--- config.mk ---
export PLATFORM = sky130hd
export DESIGN_NAME = fsk_symbol_mapper
export DESIGN_NICKNAME = d
export VERILOG_FILES = /design/src/rtl/fsk_symbol_mapper_pkg.sv /design/src/rtl/fsk_symbol_mapper_beat_packer.sv /design/src/rtl/fsk_symbol_mapper.sv
export SDC_FILE = /design/constraint.sdc
export NUM_CORES = 1
export LEC_CHECK = 0
export CORE_ASPECT_RATIO = 0.7
export CORE_UTILIZATION = 45
export CTS_CLUSTER_SIZE = 30
export DETAILED_ROUTE_END_ITERATION = 10
export GPL_ROUTABILITY_DRIVEN = 0
export PLACE_DENSITY = 0.71
export SLEW_MARGIN = 15
export SYNTH_ARGS = -nofsm -noshare
export SYNTH_HDL_FRONTEND = slang
export SYNTH_SLANG_ARGS = --single-unit
--- constraint.sdc ---
create_clock -name clk_load -period 2.4 [get_ports clk_load]
set_clock_uncertainty 0.2 [all_clocks]
set_input_delay 0.6 -clock clk_load [delete_from_list [all_inputs] [get_ports clk_load]]
set_output_delay 0.6 -clock clk_load [all_outputs]
set_load 0.01 [all_outputs]
--- src/rtl/fsk_symbol_mapper_pkg.sv ---
// -----------------------------------------------------------------------------
// fsk_pkg
// Shared definitions for the M-FSK symbol mapper:
//   fsk_state_t  - mapper FSM states (carrier off / carrier on)
//   gray2bin     - Gray-to-binary decode, up to 16-bit symbols (zero-extend input)
//   tone_offset  - symbol index k -> signed tone offset (2k-(M-1))*(STEP/2)
//   min_freq_w   - narrowest signed width holding +/-(M-1)*STEP/2
// -----------------------------------------------------------------------------
package fsk_pkg;

    typedef enum logic {
        S_IDLE = 1'b0,
        S_RUN  = 1'b1
    } fsk_state_t;

    localparam int unsigned GRAY_MAX_W = 16;

    // Each binary bit is the XOR of all Gray bits at or above its position.
    function automatic logic [GRAY_MAX_W-1:0] gray2bin(input logic [GRAY_MAX_W-1:0] g);
        logic [GRAY_MAX_W-1:0] b;
        b = '0;
        b[GRAY_MAX_W-1] = g[GRAY_MAX_W-1];
        for (int unsigned i = GRAY_MAX_W - 1; i > 0; i--) begin
            b[i-1] = b[i] ^ g[i-1];
        end
        return b;
    endfunction

    function automatic int tone_offset(input int k, input int m, input int step);
        return (2 * k - (m - 1)) * (step / 2);
    endfunction

    // Positive extreme is the binding constraint for two's complement.
    function automatic int unsigned min_freq_w(input int unsigned m, input int unsigned step);
        int unsigned mag;
        mag = ((m - 1) * step) / 2;
        for (int unsigned w = 1; w < 32; w++) begin
            if (((32'd1 << (w - 1)) - 32'd1) >= mag) begin
                return w;
            end
        end
        return 32;
    endfunction

endpackage

--- src/rtl/fsk_symbol_mapper_beat_packer.sv ---
// -----------------------------------------------------------------------------
// fsk_beat_packer
// Packs IN_W-bit beats (MSB beat first) into BITS_PER_SYM-bit symbols.
// Ports:
//   clk, rst_n        clock, asynchronous active-low reset
//   in_valid, datain  qualified input beat
//   sym_sync          restart alignment; a same-cycle beat becomes beat 0
//   flush             discard any partial symbol (carrier drop)
//   sym               symbol including the current beat (valid with sym_done)
//   sym_done          this edge completes a symbol
// -----------------------------------------------------------------------------
module fsk_beat_packer #(
    parameter int unsigned IN_W         = 2,
    parameter int unsigned BITS_PER_SYM = 4
) (
    input  logic                    clk,
    input  logic                    rst_n,
    input  logic                    in_valid,
    input  logic [IN_W-1:0]         datain,
    input  logic                    sym_sync,
    input  logic                    flush,
    output logic [BITS_PER_SYM-1:0] sym,
    output logic                    sym_done
);

    localparam int unsigned BEATS = BITS_PER_SYM / IN_W;
    localparam int unsigned BW    = (BEATS > 1) ? $clog2(BEATS) : 1;

    logic [BITS_PER_SYM-1:0] sr;
    logic [BITS_PER_SYM-1:0] sr_base;
    logic [BW-1:0]           beat;
    logic [BW-1:0]           beat_base;

    // sym_sync rebases alignment before the current beat is taken, so the
    // same-cycle beat lands as beat 0 of a fresh symbol.
    always_comb begin
        beat_base = sym_sync ? '0 : beat;
        sr_base   = sym_sync ? '0 : sr;
        sym       = BITS_PER_SYM'({sr_base, datain});
        sym_done  = in_valid && (beat_base == BW'(BEATS - 1));
    end

    always_ff @(posedge clk or negedge rst_n) begin
        if (!rst_n) begin
            sr   <= '0;
            beat <= '0;
        end else if (flush) begin
            sr   <= '0;
            beat <= '0;
        end else if (in_valid) begin
            sr   <= sym;
            beat <= sym_done ? '0 : beat_base + 1'b1;
        end else if (sym_sync) begin
            sr   <= '0;
            beat <= '0;
        end
    end

endmodule

--- src/rtl/fsk_symbol_mapper.sv ---
// -----------------------------------------------------------------------------
// fsk_symbol_mapper
// M-FSK symbol mapper: packs input beats into symbols, optionally Gray-decodes,
// and drives the NCO with a signed tone offset. Drops the carrier after
// IDLE_CYC consecutive cycles without input.
// Ports:
//   clk_load    sample clock (rising edge)
//   rst         asynchronous active-low reset
//   in_valid    datain qualifies this cycle
//   datain      IN_W-bit input beat
//   sym_sync    restart symbol alignment
//   gray_en     Gray-decode symbol before mapping (sampled on completion)
//   freq        signed tone offset, FREQ_W bits
//   sym_valid   one-cycle pulse when freq takes a new symbol
//   carrier_on  high while a tone is transmitted
//   data_read   raw bits of the last mapped symbol
//   sym_count   mapped-symbol counter (wraps)
// -----------------------------------------------------------------------------
module fsk_symbol_mapper
    import fsk_pkg::*;
#(
    parameter int unsigned IN_W         = 2,
    parameter int unsigned BITS_PER_SYM = 4,
    parameter int unsigned FREQ_W       = 8,
    parameter int unsigned STEP         = 4,
    parameter int unsigned IDLE_CYC     = 64
) (
    input  logic                    clk_load,
    input  logic                    rst,
    input  logic                    in_valid,
    input  logic [IN_W-1:0]         datain,
    input  logic                    sym_sync,
    input  logic                    gray_en,
    output logic [FREQ_W-1:0]       freq,
    output logic                    sym_valid,
    output logic                    carrier_on,
    output logic [BITS_PER_SYM-1:0] data_read,
    output logic [15:0]             sym_count
);

    localparam int unsigned M   = 32'd1 << BITS_PER_SYM;
    localparam int unsigned ICW = $clog2(IDLE_CYC);
    localparam logic [ICW-1:0] IDLE_MAX = ICW'(IDLE_CYC - 1);

    if (BITS_PER_SYM % IN_W != 0) begin : g_chk_div
        $error("BITS_PER_SYM must be a multiple of IN_W");
    end
    if ((STEP % 2 != 0) || (STEP < 2)) begin : g_chk_step
        $error("STEP must be even and >= 2");
    end
    if (BITS_PER_SYM > GRAY_MAX_W) begin : g_chk_bps
        $error("BITS_PER_SYM exceeds gray2bin width");
    end
    if (FREQ_W < min_freq_w(M, STEP)) begin : g_chk_freq_w
        $error("FREQ_W too narrow for tone range");
    end
    if (IDLE_CYC < 2) begin : g_chk_idle
        $error("IDLE_CYC must be >= 2");
    end

    fsk_state_t              state;
    logic [ICW-1:0]          idle_cnt;
    logic [BITS_PER_SYM-1:0] sym;
    logic                    sym_done;
    logic                    flush;
    logic [BITS_PER_SYM-1:0] k;
    logic [FREQ_W-1:0]       tone;

    // Flush only ever fires on an empty cycle, so it never races a completion.
    assign flush = (state == S_RUN) && !in_valid && (idle_cnt == IDLE_MAX);

    fsk_beat_packer #(
        .IN_W         (IN_W),
        .BITS_PER_SYM (BITS_PER_SYM)
    ) u_packer (
        .clk      (clk_load),
        .rst_n    (rst),
        .in_valid (in_valid),
        .datain   (datain),
        .sym_sync (sym_sync),
        .flush    (flush),
        .sym      (sym),
        .sym_done (sym_done)
    );

    always_comb begin
        k    = gray_en ? BITS_PER_SYM'(gray2bin(GRAY_MAX_W'(sym))) : sym;
        tone = FREQ_W'(tone_offset(int'(k), int'(M), int'(STEP)));
    end

    always_ff @(posedge clk_load or negedge rst) begin
        if (!rst) begin
            state      <= S_IDLE;
            idle_cnt   <= '0;
            freq       <= '0;
            sym_valid  <= 1'b0;
            carrier_on <= 1'b0;
            data_read  <= '0;
            sym_count  <= '0;
        end else begin
            sym_valid <= 1'b0;

            if (in_valid) begin
                idle_cnt <= '0;
            end else if (idle_cnt != IDLE_MAX) begin
                idle_cnt <= idle_cnt + 1'b1;
            end

            if (sym_done) begin
                state      <= S_RUN;
                freq       <= tone;
                sym_valid  <= 1'b1;
                carrier_on <= 1'b1;
                data_read  <= sym;
                sym_count  <= sym_count + 16'd1;
            end else if (flush) begin
                state      <= S_IDLE;
                freq       <= '0;
                carrier_on <= 1'b0;
            end
        end
    end

endmodule

==> results of run 1 <==
## power breakdown
part | internal, W | switching (W) | leakage [nW]
clock | 0.000414 | 0.000221 | 0.0644
sequential | 0.000670 | 0.0000910 | 0.457
combinational | 0.000229 | 0.000162 | 0.446
## kinds of logic after synthesis
group | after synthesis
adder cells (fa/ha/maj) | 3
XOR/XNOR | 19
multiplexers | 3
AO/OA/AOI/OAI | 21
flip-flops | 35
buffers and inverters | 15
other | 1
AND/OR/NAND/NOR | 52
## sequential cells by signal (all words and copies together), names as in the netlist
name and cells:
sym_count 16, idle_cnt 6, freq 5, data_read 4, u_packer.sr 2, sym_valid 1
u_packer.beat 1
## per-stage QoR
step / setup TNS [ns] / cells / util [%] / setup slack (ns)
after floorplan: 0 / 149 / - / 0.4791
after global placement: -0.08668 / 236 / 62.95 / -0.02707
after detailed placement: -0.2767 / 236 / 62.95 / -0.09693
after CTS: 0 / 244 / 67.11 / 0.2139
after global routing: 0 / 244 / 67.11 / 0.09836
final: 0 / 244 / 67.11 / 0.1935
## area by class of cell
cell class              count  area, µm²
fillers                   260       1077
flip-flops and latches     35      875.8
multi-input cells          99      656.9
repair buffers             47      440.4
clock buffers               5      68.82
clock inverters             3      67.56
well taps                  47      58.81
inverters                   8      30.03
## final timing paths
kind | from | end | slack [ns] | cells after the start
min in group asynchronous | rst | u_packer.beat$_DFF_PN0_ | 0.51 | 2
hold reg to reg | sym_count[15]$_DFFE_PN0P_ | sym_count[15]$_DFFE_PN0P_ | 0.27 | 1
setup / recovery | sym_sync | freq[2]$_DFFE_PN0P_ | 0.19 | 8
max in group asynchronous | rst | sym_count[3]$_DFFE_PN0P_ | 1.18 | 2
setup reg to reg | idle_cnt[0]$_DFFE_PN0P_ | freq[2]$_DFFE_PN0P_ | 0.31 | 5
hold / removal | sym_count[15]$_DFFE_PN0P_ | sym_count[15]$_DFFE_PN0P_ | 0.27 | 1
## per-layer routing
| layer | global-route usage [%] | vias to the layer above |
|---|---|---|
| li1 | - | 614 |
| met1 | 31.21 | 597 |
| met4 | 8.654 | 0 |
| met3 | 6.202 | 9 |
| met5 | 0 | - |
| met2 | 28.13 | 31 |
## worst max-delay path, cell delays in order
cell             delay [ns]
clkdlybuf4s50_1        0.48
nor2b_1                0.05
ha_1                   0.24
buf_4                  0.18
nand2_1                0.08
a211oi_1               0.06
nor4b_1                0.29
o221ai_1               0.18
## layout by cell type (no fill, tap or decap), drive strengths merged
cell	instances
or2	1
nor4b	1
nand3	7
nor4	2
o31a	2
nand2	18
mux2	2
o21ai	4
ha	3
nor3	5
nand4	6
mux2i	1
nor2b	1
o41ai	1
xnor2	12
nor4bb	1
o221ai	1
a32o	1
clkbuf	5
o21bai	1
buf	12
o31ai	2
o311a	1
clkinvlp	1
nor2	8
a22o	1
a31oi	3
inv	8
bufinv	2
a21oi	1
xor2	7
and4	1
clkdlybuf4s50	35
a2111oi	1
dfrtp	35
and3	1
conb	1
a211oi	2
==> flow_summary.toml, run 1 <==
[logic_synthesis]
synth_commonest_cells = "dfrtp_1 (35), nand2_1 (18), xnor2_1 (12)"
ys_ff_latch = 35
synthMuxAreaShare_pct = 2.019
yosysMostFrequentCell = "dfrtp_1"
post_synth.cell_area_avg_um2 = 10.82
synth_top_cell_by_area = "dfrtp_1"
synth_top_area_share_pct = 54.35
synth_edf_count = 0
synth_top_family_by_area = "simple AND/OR/NAND/NOR gates"
synth_area_leaders = "dfrtp_1 (54%), xnor2_1 (6.5%), nand2_1 (4.2%), xor2_1 (3.8%), ha_1 (2.3%)"
synth_xor_xnor_area_share_pct = 10.33
seq_area_frac_synth_pct = 54.35
ys_async_sr_fraction_pct = 100.0
synthCells = 149
synth_compound_area_share_pct = 9.705
synth_cell_types = 37
synthAdderAreaFrac_pct = 2.329
synthesis.nets = 159
yosysWarnings = 0
synthFlopType = "dfrtp_1"
synthSimpleGateAreaFrac_pct = 16.15
syn-cell-area_um2 = 1612

[power_and_ir_drop]
peakVddDrop_mv = 0.5723
leakage_nw = 0.9682
power_density_nw_per_um2 = 812.7
power_w = 0.001787

[cells_and_area]
area_growth_pct = 36.41
diodes = 0
finalInstanceArea_um2 = 2198
drive_above_1_share_pct = 13.20
final_net_count = 206

[clock_tree]
cts.sinks = 35
htree_levels = 2
cts_buffers = 5
cts-root-buf = "clkbuf_8"
clock_path_buffers = 2
ctsResizeCount = 0
ctsHoldBuffers = 0
clk_pin_slew_worst_paths_ns = 0.08
clock_latency_ns = 0.29
post_cts_buffers = 0
cts_tree = "built"

[critical_path]
cp.required_ns = 2.35
start_kind = "input port"
cp_max_fo = 6
worstPathArrival_ns = 2.16
crit_type = "in -> reg"
end_kind = "flip-flop"

[routing]
postRouteAntennaNets = 0
wl_met2_um = 1443
drc = 0
firstDrtPassIters = 4
via_count = 1251
wl_met1_um = 1747
wl_um = 3397
drtIter0Drc = 99
top_layer = "met4"
post_drt_wl_per_cell_um = 13.92
wl_met3_um = 151
via_per_inst = 5.127

[floorplan]
ios = 37
die_area_um2 = 3828
core_area_um2 = 3276
initial_core_util_pct = 49.20
rows = 17
die_w_um = 73.53
die_h_um = 52.07

[placed_design]
dpl_cell_area_um2 = 2062
port_buffers = 35
hpwl_um = 2502

[timing]
drv_slew = 0
hold_slack_ns = 0.2710
final_hold_viol_count = 0
period_minus_slack_ns = 2.206
min_period_over_period_pct = 91.94
finalSetupViolations = 0
clock.fmax_ghz = 0.4532
grt_setup_unrepaired = "no"

[status]
status = "finished, final reports clean"

[grt]
grt_start_max_net_pins = 36
globalRouteOverflowTotal = 0
antenna_found_initial = 0
grt_use_total_pct = 21.01
grt_pass1_vias = 1180
grt_pass1_wl_um = 5775

[worst_hold_path]
hold_path.class = "reg -> reg"

[job]
max-cap-violations = 0
Power figures use the tool's default switching activity.
==> run 2: changes to the inputs <==
- SETUP_SLACK_MARGIN: default -> 0.4
==> run 2 against run 1 <==
  * Worst hold slack worse by 0.0046 ns
  * Design area is 6.9% higher
  * Flip-flop and latch count stayed put
  * Core utilization is 4.7 points higher
  * Sequential share of layout area is 2.5 points lower
  * Maximum frequency is 6.8% higher
  * Largest cell class unchanged
  * Combinational power is 14% higher
  * Global-route usage is 1.1 points higher
  * First-iteration DRC count is 9.1% lower
  * Largest power group unchanged
  * Critical path depth is 3 lower
==> flow_summary.toml, run 2 (same netlist as run 1, synthesis figures left out) <==
[status]
status = "finished, final reports clean"

[routing]
firstDrtPassIters = 4
postRouteAntennaNets = 0
drc = 0
via_per_inst = 5.186
via_count = 1312
post_drt_wl_per_cell_um = 15.26
drtIter0Drc = 90
wl_um = 3860

[grt]
grt_use_total_pct = 22.08
grt_pass1_wl_um = 6120
grt_pass1_vias = 1258
antenna_found_initial = 0
globalRouteOverflowTotal = 0
grt_start_max_net_pins = 36

[placed_design]
hpwl_um = 2502
pre_cts_slack_ns = -0.09693
port_buffers = 35

[cells_and_area]
diodes = 0
area_growth_pct = 45.88
reg.largest.list = "sym_count: 16 flops, idle_cnt: 6 flops, freq: 5 flops"
layout_common_cells = "dfrtp_1 (34), buf_4 (19), nand2_1 (18), dlygate4sd2_1 (18)"
fill_cells = 252
top_register = "sym_count"
final_net_count = 215
drive_above_1_share_pct = 22.82
final_common_cell = "dfrtp_1"
largest_reg_flops = 16

[critical_path]
worstPathArrival_ns = 2.07
cp.required_ns = 2.40
cp_max_fo = 6
crit_chain = "clkdlybuf4s50_1 > nand2_1 > a2111oi_1 > nor4b_2 > o221ai_1"
critPathSlowestCell = "clkdlybuf4s50_1"
slowest_delay_ns = 0.62
end_kind = "flip-flop"
crit_family = "compound AO/OA/AOI/OAI gates"
crit_type = "in -> reg"
start_kind = "input port"
timing.critical_path.buf_inv = 1

[floorplan]
core_area_um2 = 3276
rows = 17
initial_core_util_pct = 49.20
die_w_um = 73.53
die_h_um = 52.07
die_area_um2 = 3828
ios = 37

[clock_tree]
clock_latency_ns = 0.29
cts.sinks = 35
cts_tree = "built"
cts-root-buf = "clkbuf_8"
clock_path_buffers = 2
clk_pin_slew_worst_paths_ns = 0.08
cts_buffers = 5
ctsHoldBuffers = 0
htree_levels = 2

[power_and_ir_drop]
leakage_nw = 1.246
peakVddDrop_mv = 0.5325
power_density_nw_per_um2 = 772.7

[timing]
tns_ns = 0
grt_setup_unrepaired = "yes"
period_minus_slack_ns = 2.066
finalSetupViolations = 0
clock.fmax_ghz = 0.4841
worst_pin_slew_ns = 0.5330
final_hold_viol_count = 0
relSlewSlack_pct = 64.38
setup_slack_ns = 0.3343
min_period_over_period_pct = 86.07
drv_slew = 0

[job]
max-cap-violations = 0

[worst_hold_path]
hold_path.class = "reg -> reg"
-- run 2: area by class of cell --
type                    instances  area [µm²]  share of cell area, %
flip-flops and latches         35       877.1                  37.31
multi-input cells              99       725.7                  30.87
repair buffers                 56       523.0                  22.25
clock buffers                   5       68.82                  2.927
clock inverters                 3       67.56                  2.874
well taps                      47       58.81                  2.501
inverters                       8       30.03                  1.277
-- run 2: power breakdown --
part	total (W)	switching, W	internal, W
clock network	0.000636	0.000221	0.000414
logic	0.000445	0.000213	0.000233
registers	0.000736	0.0000655	0.000670
-- run 2: through the flow --
step	area (µm²)	hold slack [ns]	utilization [%]	instances	total power (W)
final	2351	0.2664	71.77	253	0.001817
after global routing	2351	0.3003	71.77	253	0.001910
after CTS	2272	0.2729	69.37	253	0.001820
after detailed placement	2062	0.2646	62.95	236	0.001160
after global placement	2062	0.2592	62.95	236	0.001150
after floorplan	1612	0.1044	-	149	0.0009267
-- run 2: path summary, 6_finish.rpt --
check / start / endpoint / slack [ns] / cells past startpoint
max: datain[1] / freq[2]$_DFFE_PN0P_ / 0.33 / 5
min: sym_count[15]$_DFFE_PN0P_ / sym_count[15]$_DFFE_PN0P_ / 0.27 / 1
max reg2reg: idle_cnt[1]$_DFFE_PN0P_ / freq[2]$_DFFE_PN0P_ / 0.50 / 5
min reg2reg: sym_count[15]$_DFFE_PN0P_ / sym_count[15]$_DFFE_PN0P_ / 0.27 / 1
max in group asynchronous: rst / idle_cnt[0]$_DFFE_PN0P_ / 1.16 / 2
min in group asynchronous: rst / idle_cnt[1]$_DFFE_PN0P_ / 0.51 / 2
-- run 2: per-layer routing --
layer  global-route usage (%)  routed length [µm]  vias up
li1                         -                   -      630
met2                    31.50                1768       40
met4                    8.654                  48        0
met1                    31.34                1866      635
met3                    6.589                 177        7
met5                        0                   0        -
-- run 2: repair_timing --
action	in CTS	in global routing
cloned	0	0
setup endpoints to repair	36	24
gates resized for setup	25	22
pin swaps	3	1
buffers inserted	9	0
